<file path="src/rtl/tile_map_engine.sv">
// Pixel-to-tile lookup engine: a 2-stage pipelined tile map with a self-clearing fill FSM.
// Optional macro TILE_MAP_GRID_LINE_EN flags tile-boundary pixels as grid lines.
module tile_map_engine #(
    parameter int TILE_W    = 32,
    parameter int TILE_H    = 30,
    parameter int COLS      = 20,
    parameter int ROWS      = 16,
    parameter int TYPE_W    = 4,
    parameter int FILL_TYPE = 0,
    parameter int OOB_TYPE  = 15
) (
    input  logic                      clk,
    input  logic                      reset_n,
    input  logic [9:0]                x,
    input  logic [8:0]                y,
    input  logic                      px_valid,
    input  logic                      wr_en,
    input  logic [$clog2(COLS)-1:0]   wr_col,
    input  logic [$clog2(ROWS)-1:0]   wr_row,
    input  logic [TYPE_W-1:0]         wr_type,
    input  logic                      clear_req,
    output logic [TYPE_W-1:0]         tile_type,
    output logic                      tile_valid,
    output logic                      grid_line,
    output logic                      busy
);
    localparam int CW    = $clog2(COLS);
    localparam int RW    = $clog2(ROWS);
    localparam int DEPTH = COLS * ROWS;
    localparam int AW    = $clog2(DEPTH);

    localparam logic [9:0]        TW_X   = 10'(TILE_W);
    localparam logic [9:0]        COLS_X = 10'(COLS);
    localparam logic [8:0]        TH_Y   = 9'(TILE_H);
    localparam logic [8:0]        ROWS_Y = 9'(ROWS);
    localparam logic [CW:0]       COLS_W = (CW+1)'(COLS);
    localparam logic [RW:0]       ROWS_W = (RW+1)'(ROWS);
    localparam logic [AW-1:0]     COLS_A = AW'(COLS);
    localparam logic [AW-1:0]     LAST_A = AW'(DEPTH - 1);
    localparam logic [TYPE_W-1:0] FILL_L = TYPE_W'(FILL_TYPE);
    localparam logic [TYPE_W-1:0] OOB_L  = TYPE_W'(OOB_TYPE);

    typedef enum logic {CLEAR, IDLE} state_t;

    state_t            state_reg, state_next;
    logic [AW-1:0]     cnt_reg, cnt_next;
    logic              mem_we;
    logic [AW-1:0]     mem_waddr;
    logic [TYPE_W-1:0] mem_wdata;
    logic              wr_ok;

    logic [TYPE_W-1:0] mem [DEPTH];
    logic [TYPE_W-1:0] rd_data_reg;
    logic [AW-1:0]     rd_addr;

    logic [9:0]        x_col;
    logic [8:0]        y_row;
    logic              grid_hit;
    logic              s1_valid_reg, s1_inr_reg, s1_grid_reg;
    logic [CW-1:0]     s1_col_reg;
    logic [RW-1:0]     s1_row_reg;
    logic              s2_valid_reg, s2_oob_reg, s2_grid_reg, s2_busy_reg;

    // Constant divisors: synthesis folds these into fixed combinational logic.
    assign x_col = x / TW_X;
    assign y_row = y / TH_Y;

`ifdef TILE_MAP_GRID_LINE_EN
    assign grid_hit = ((x % TW_X) == '0) || ((y % TH_Y) == '0);
`else
    assign grid_hit = 1'b0;
`endif

    always_ff @(posedge clk or negedge reset_n) begin
        if (!reset_n) begin
            s1_valid_reg <= 1'b0;
            s1_inr_reg   <= 1'b0;
            s1_grid_reg  <= 1'b0;
            s1_col_reg   <= '0;
            s1_row_reg   <= '0;
            s2_valid_reg <= 1'b0;
            s2_oob_reg   <= 1'b0;
            s2_grid_reg  <= 1'b0;
            s2_busy_reg  <= 1'b0;
        end else begin
            s1_valid_reg <= px_valid;
            s1_inr_reg   <= (x_col < COLS_X) && (y_row < ROWS_Y);
            s1_grid_reg  <= grid_hit;
            s1_col_reg   <= x_col[CW-1:0];
            s1_row_reg   <= y_row[RW-1:0];
            s2_valid_reg <= s1_valid_reg;
            s2_oob_reg   <= !s1_inr_reg;
            s2_grid_reg  <= s1_grid_reg;
            s2_busy_reg  <= busy;
        end
    end

    // Off-map coordinates read entry 0; the result is overridden with OOB_TYPE anyway.
    assign rd_addr = s1_inr_reg ? (AW'(s1_row_reg) * COLS_A + AW'(s1_col_reg)) : '0;

    // Registered read sees the pre-write contents, giving read-before-write on collisions.
    always_ff @(posedge clk) begin
        if (mem_we) begin
            mem[mem_waddr] <= mem_wdata;
        end
        rd_data_reg <= mem[rd_addr];
    end

    assign wr_ok = ({1'b0, wr_col} < COLS_W) && ({1'b0, wr_row} < ROWS_W);

    always_ff @(posedge clk or negedge reset_n) begin
        if (!reset_n) begin
            state_reg <= CLEAR;
            cnt_reg   <= '0;
        end else begin
            state_reg <= state_next;
            cnt_reg   <= cnt_next;
        end
    end

    always_comb begin
        state_next = state_reg;
        cnt_next   = cnt_reg;
        mem_we     = 1'b0;
        mem_waddr  = cnt_reg;
        mem_wdata  = FILL_L;
        unique case (state_reg)
            CLEAR: begin
                mem_we = 1'b1;
                if (cnt_reg == LAST_A) begin
                    state_next = IDLE;
                    cnt_next   = '0;
                end else begin
                    cnt_next = cnt_reg + 1'b1;
                end
            end
            IDLE: begin
                if (clear_req) begin
                    state_next = CLEAR;
                    cnt_next   = '0;
                end else if (wr_en && wr_ok) begin
                    mem_we    = 1'b1;
                    mem_waddr = AW'(wr_row) * COLS_A + AW'(wr_col);
                    mem_wdata = wr_type;
                end
            end
            default: begin
                state_next = CLEAR;
                cnt_next   = '0;
            end
        endcase
    end

    assign busy       = (state_reg == CLEAR);
    assign tile_valid = s2_valid_reg;

    // Priority: grid line, then fill-in-progress, then off-map, then stored entry.
    always_comb begin
        tile_type = '0;
        grid_line = 1'b0;
        if (s2_valid_reg) begin
            if (s2_grid_reg) begin
                grid_line = 1'b1;
            end else if (s2_busy_reg) begin
                tile_type = FILL_L;
            end else if (s2_oob_reg) begin
                tile_type = OOB_L;
            end else begin
                tile_type = rd_data_reg;
            end
        end
    end
endmodule

</file>
<file path="config.mk">
export PLATFORM = sky130hd
export DESIGN_NAME = tile_map_engine
export DESIGN_NICKNAME = d
export VERILOG_FILES = /design/src/rtl/tile_map_engine.sv
export SDC_FILE = /design/constraint.sdc
export NUM_CORES = 2
export LEC_CHECK = 0
export BUFFER_PORTS_ARGS = -buffer_cell sky130_fd_sc_hd__buf_2
export CORE_AREA = 3 3 427 429
export DETAILED_ROUTE_END_ITERATION = 7
export DIE_AREA = 0 0 430 432
export RECOVER_POWER = 50
export SYNTH_ARGS = -nofsm -noshare
export SYNTH_HDL_FRONTEND = slang
export SYNTH_SLANG_ARGS = --single-unit
</file>
<file path="constraint.sdc">
create_clock -name clk -period 7.5 [get_ports clk]
set_input_delay 0.75 -clock clk [delete_from_list [all_inputs] [get_ports clk]]
set_output_delay 0.75 -clock clk [all_outputs]
set_load 0.02 [all_outputs]
</file>
==> results.yml <==
status:
  outcome: "finished, violations left"
  failed_checks: "max-capacitance violations, max-slew violations"
timing:
  max_slew_margin: -1.52
  setup_viol: 0
  tightest_slew_ps: 3790
  finalWorstPathRequiredPeriod_ps: 5880
  drv_slew: 334
  fin_skew_ps: 35.7
  timing.hold.ws_ps: 83.2
  finalHoldViolations: 0
  setup_tns_ps: 0
  rsz0062_at_grt: "false"
  fin_crit_sh: 0.783
  max_freq_ghz: 0.170
logic_synthesis:
  ys.flop_type: "edfxtp_1"
  ys_seq_area_frac: 0.731
  synth_nets: 3376
  syn_area_mm2: 0.0535
  synth_warnings: 0
  synth_seq_cells: 1308
  async_flop_share: 0.0183
  synthCells: 3320
  yosysUniqueCellTypes: 88
  synth_edf_count: 1280
  avgSynthCellArea_um2: 16.1
clock_tree:
  htree_levels: 4
  clock-sinks: 1308
  clk_pin_slew_ps: 60
  cts_hold_buffers: 0
  cts_buffers: 136
  clk_latency_ps: 770
  cts_resized: 0
  cts-root-buf: "clkbuf_16"
  cts_tree: "done"
  cts_setup_buffers: 0
  cts_buffer_depth: 3
critical_path:
  worstSetupPathType: "reg -> reg"
  endpoint_kind: "flip-flop"
  crit_chain: "and2b_1 > and3_1 > and2_0 > clkbuf_2"
  rr_endpoint: "mem[129][3]$_DFFE_PP_"
  reg2reg_from: "state_reg$_DFF_PN0_"
  r2r_slack_ps: 1620
  critPathRequiredTime_ps: 7820
  crit_path_top_delay_cell: "and2_0"
  cp_slowest_stage_delay_ps: 2360
  worstPathArrival_ps: 6200
  r2r_cells: 4
  path_max_fanout: 82
  startpoint_type: "flip-flop"
floorplan:
  die_h_um: 432
  ios: 44
  core_mm2: 0.179
  start_util: 0.300
  fp.dieW_um: 430
  num_rows: 155
  die_area_mm2: 0.186
drt:
  route.detailed.wl_per_inst_um: 25.9
  ant_nets: 0
  vias: 31000
  dr.pass1.iters: 8
  viasPerCell: 5.34
  drt_iter0_drc: 3709
  wl_um: 151000
  drc: 0
grt:
  gr-usage-all-layers: 0.159
  grt_max_degree: 201
  antenna_found_initial: 7
  overflow: 0
  grt_pass1_wl_um: 217000
  grt_pass1_vias: 30200
power:
  irDropWorstVdd_mv: 0.240
  power_leakage_nw: 16.1
  p_per_area_mw_per_mm2: 266
  finalPower_mw: 16.1
finish:
  final_net_count: 3396
  drive_above_1_share: 0.152
  largest_register_ffs: 1280
  layout_commonest_cell: "edfxtp_1"
  syn_to_final_growth_pct: 13.2
  layout_common_cells: "edfxtp_1, nor2_1, nand2_1"
hold_path:
  hp-start: "px_valid"
  whs_endpoint: "s1_valid_reg$_DFF_PN0_"
  whs_path_depth: 1
  holdCritPathClass: "in -> reg"
placed_design:
  gp_congestion: 0.879
  portBuffers: 36
  dp_hpwl_um: 89500
flow_run:
  cap_violations: 6
==> synthesized netlist by cell type, drive strengths merged (25+ instances only) <==
cell       n  area share
mux2      46      0.0097
clkbuf   113      0.0079
buf      120       0.014
a211oi    51      0.0072
o22ai     41      0.0048
o21ai     57      0.0053
a21oi     51      0.0048
nand3     89      0.0083
nor2     404       0.028
and3      31      0.0037
nand2    298       0.021
mux4     150       0.063
edfxtp  1280        0.72
mux2i    155       0.029
a221oi    25      0.0041
a31oi     35      0.0041
==> per-stage QoR <==
step                worst slack (ps)  area (um^2)  std cells  utilization
floorplan                        849        53500       3320            -
global route                    1290        60500       5805        0.339
finish                          1620        60500       5806        0.339
global placement                1930        56300       5557        0.315
detailed placement              1860        56300       5557        0.315
CTS                             2610        60600       5803        0.339
==> final cells by class <==
class	count	area, um^2
Clock inverter	75	728
Antenna cell	3	7.51
Sequential cell	1308	39100
Fill cell	16900	118000
Inverter	10	37.5
Clock buffer	171	3590
Timing Repair Buffer	115	841
Tap cell	2355	2950
Multi-Input combinational cell	1769	13300
==> worst max-delay path, delay by kind of cell, from the launching register on <==
| family | cells | cell delay, ps |
|---|---|---|
| buffers and inverters | 1 | 1530 |
| flip-flops | 1 | 630 |
| AND/OR/NAND/NOR | 3 | 3190 |
==> worst max path at each step <==
stage	from	end	slack, ps	cells after the start
after floorplan	clear_req	mem[0][0]$_DFFE_PP_	850	5
after global placement	wr_row[1]	mem[182][0]$_DFFE_PP_	1930	10
after detailed placement	wr_row[1]	mem[178][0]$_DFFE_PP_	1860	10
after CTS	s1_col_reg[1]$_DFF_PN0_	rd_data_reg[0]$_DFF_P_	2610	9
after global routing	state_reg$_DFF_PN0_	mem[129][3]$_DFFE_PP_	1290	4
final	state_reg$_DFF_PN0_	mem[129][3]$_DFFE_PP_	1620	4
==> layer usage <==
metal  wire (um)  track usage
met5          27            0
met4        5590       0.0641
met3       14800       0.0333
met2       69300        0.247
met1       60900        0.219
==> where the power goes <==
part / leakage, nW / switching [mW] / internal [mW]
clock: 2.09 / 2.85 / 3.74
sequential: 9.15 / 0.0260 / 7.91
combinational: 4.90 / 1.12 / 0.493
==> logic make-up (layout without fill, tap and decap cells) <==
group	Yosys count	after routing	share of synthesized area
buf+inv	243	371	0.0229
mux	351	351	0.102
fa+ha+maj	20	20	0.00519
simple gates	930	930	0.0746
other cells	1	4	0.0000701
xor+xnor	13	13	0.00213
compound gates	454	454	0.0621
flops	1308	1308	0.731
No activity file was read; power rests on OpenSTA's default activity.
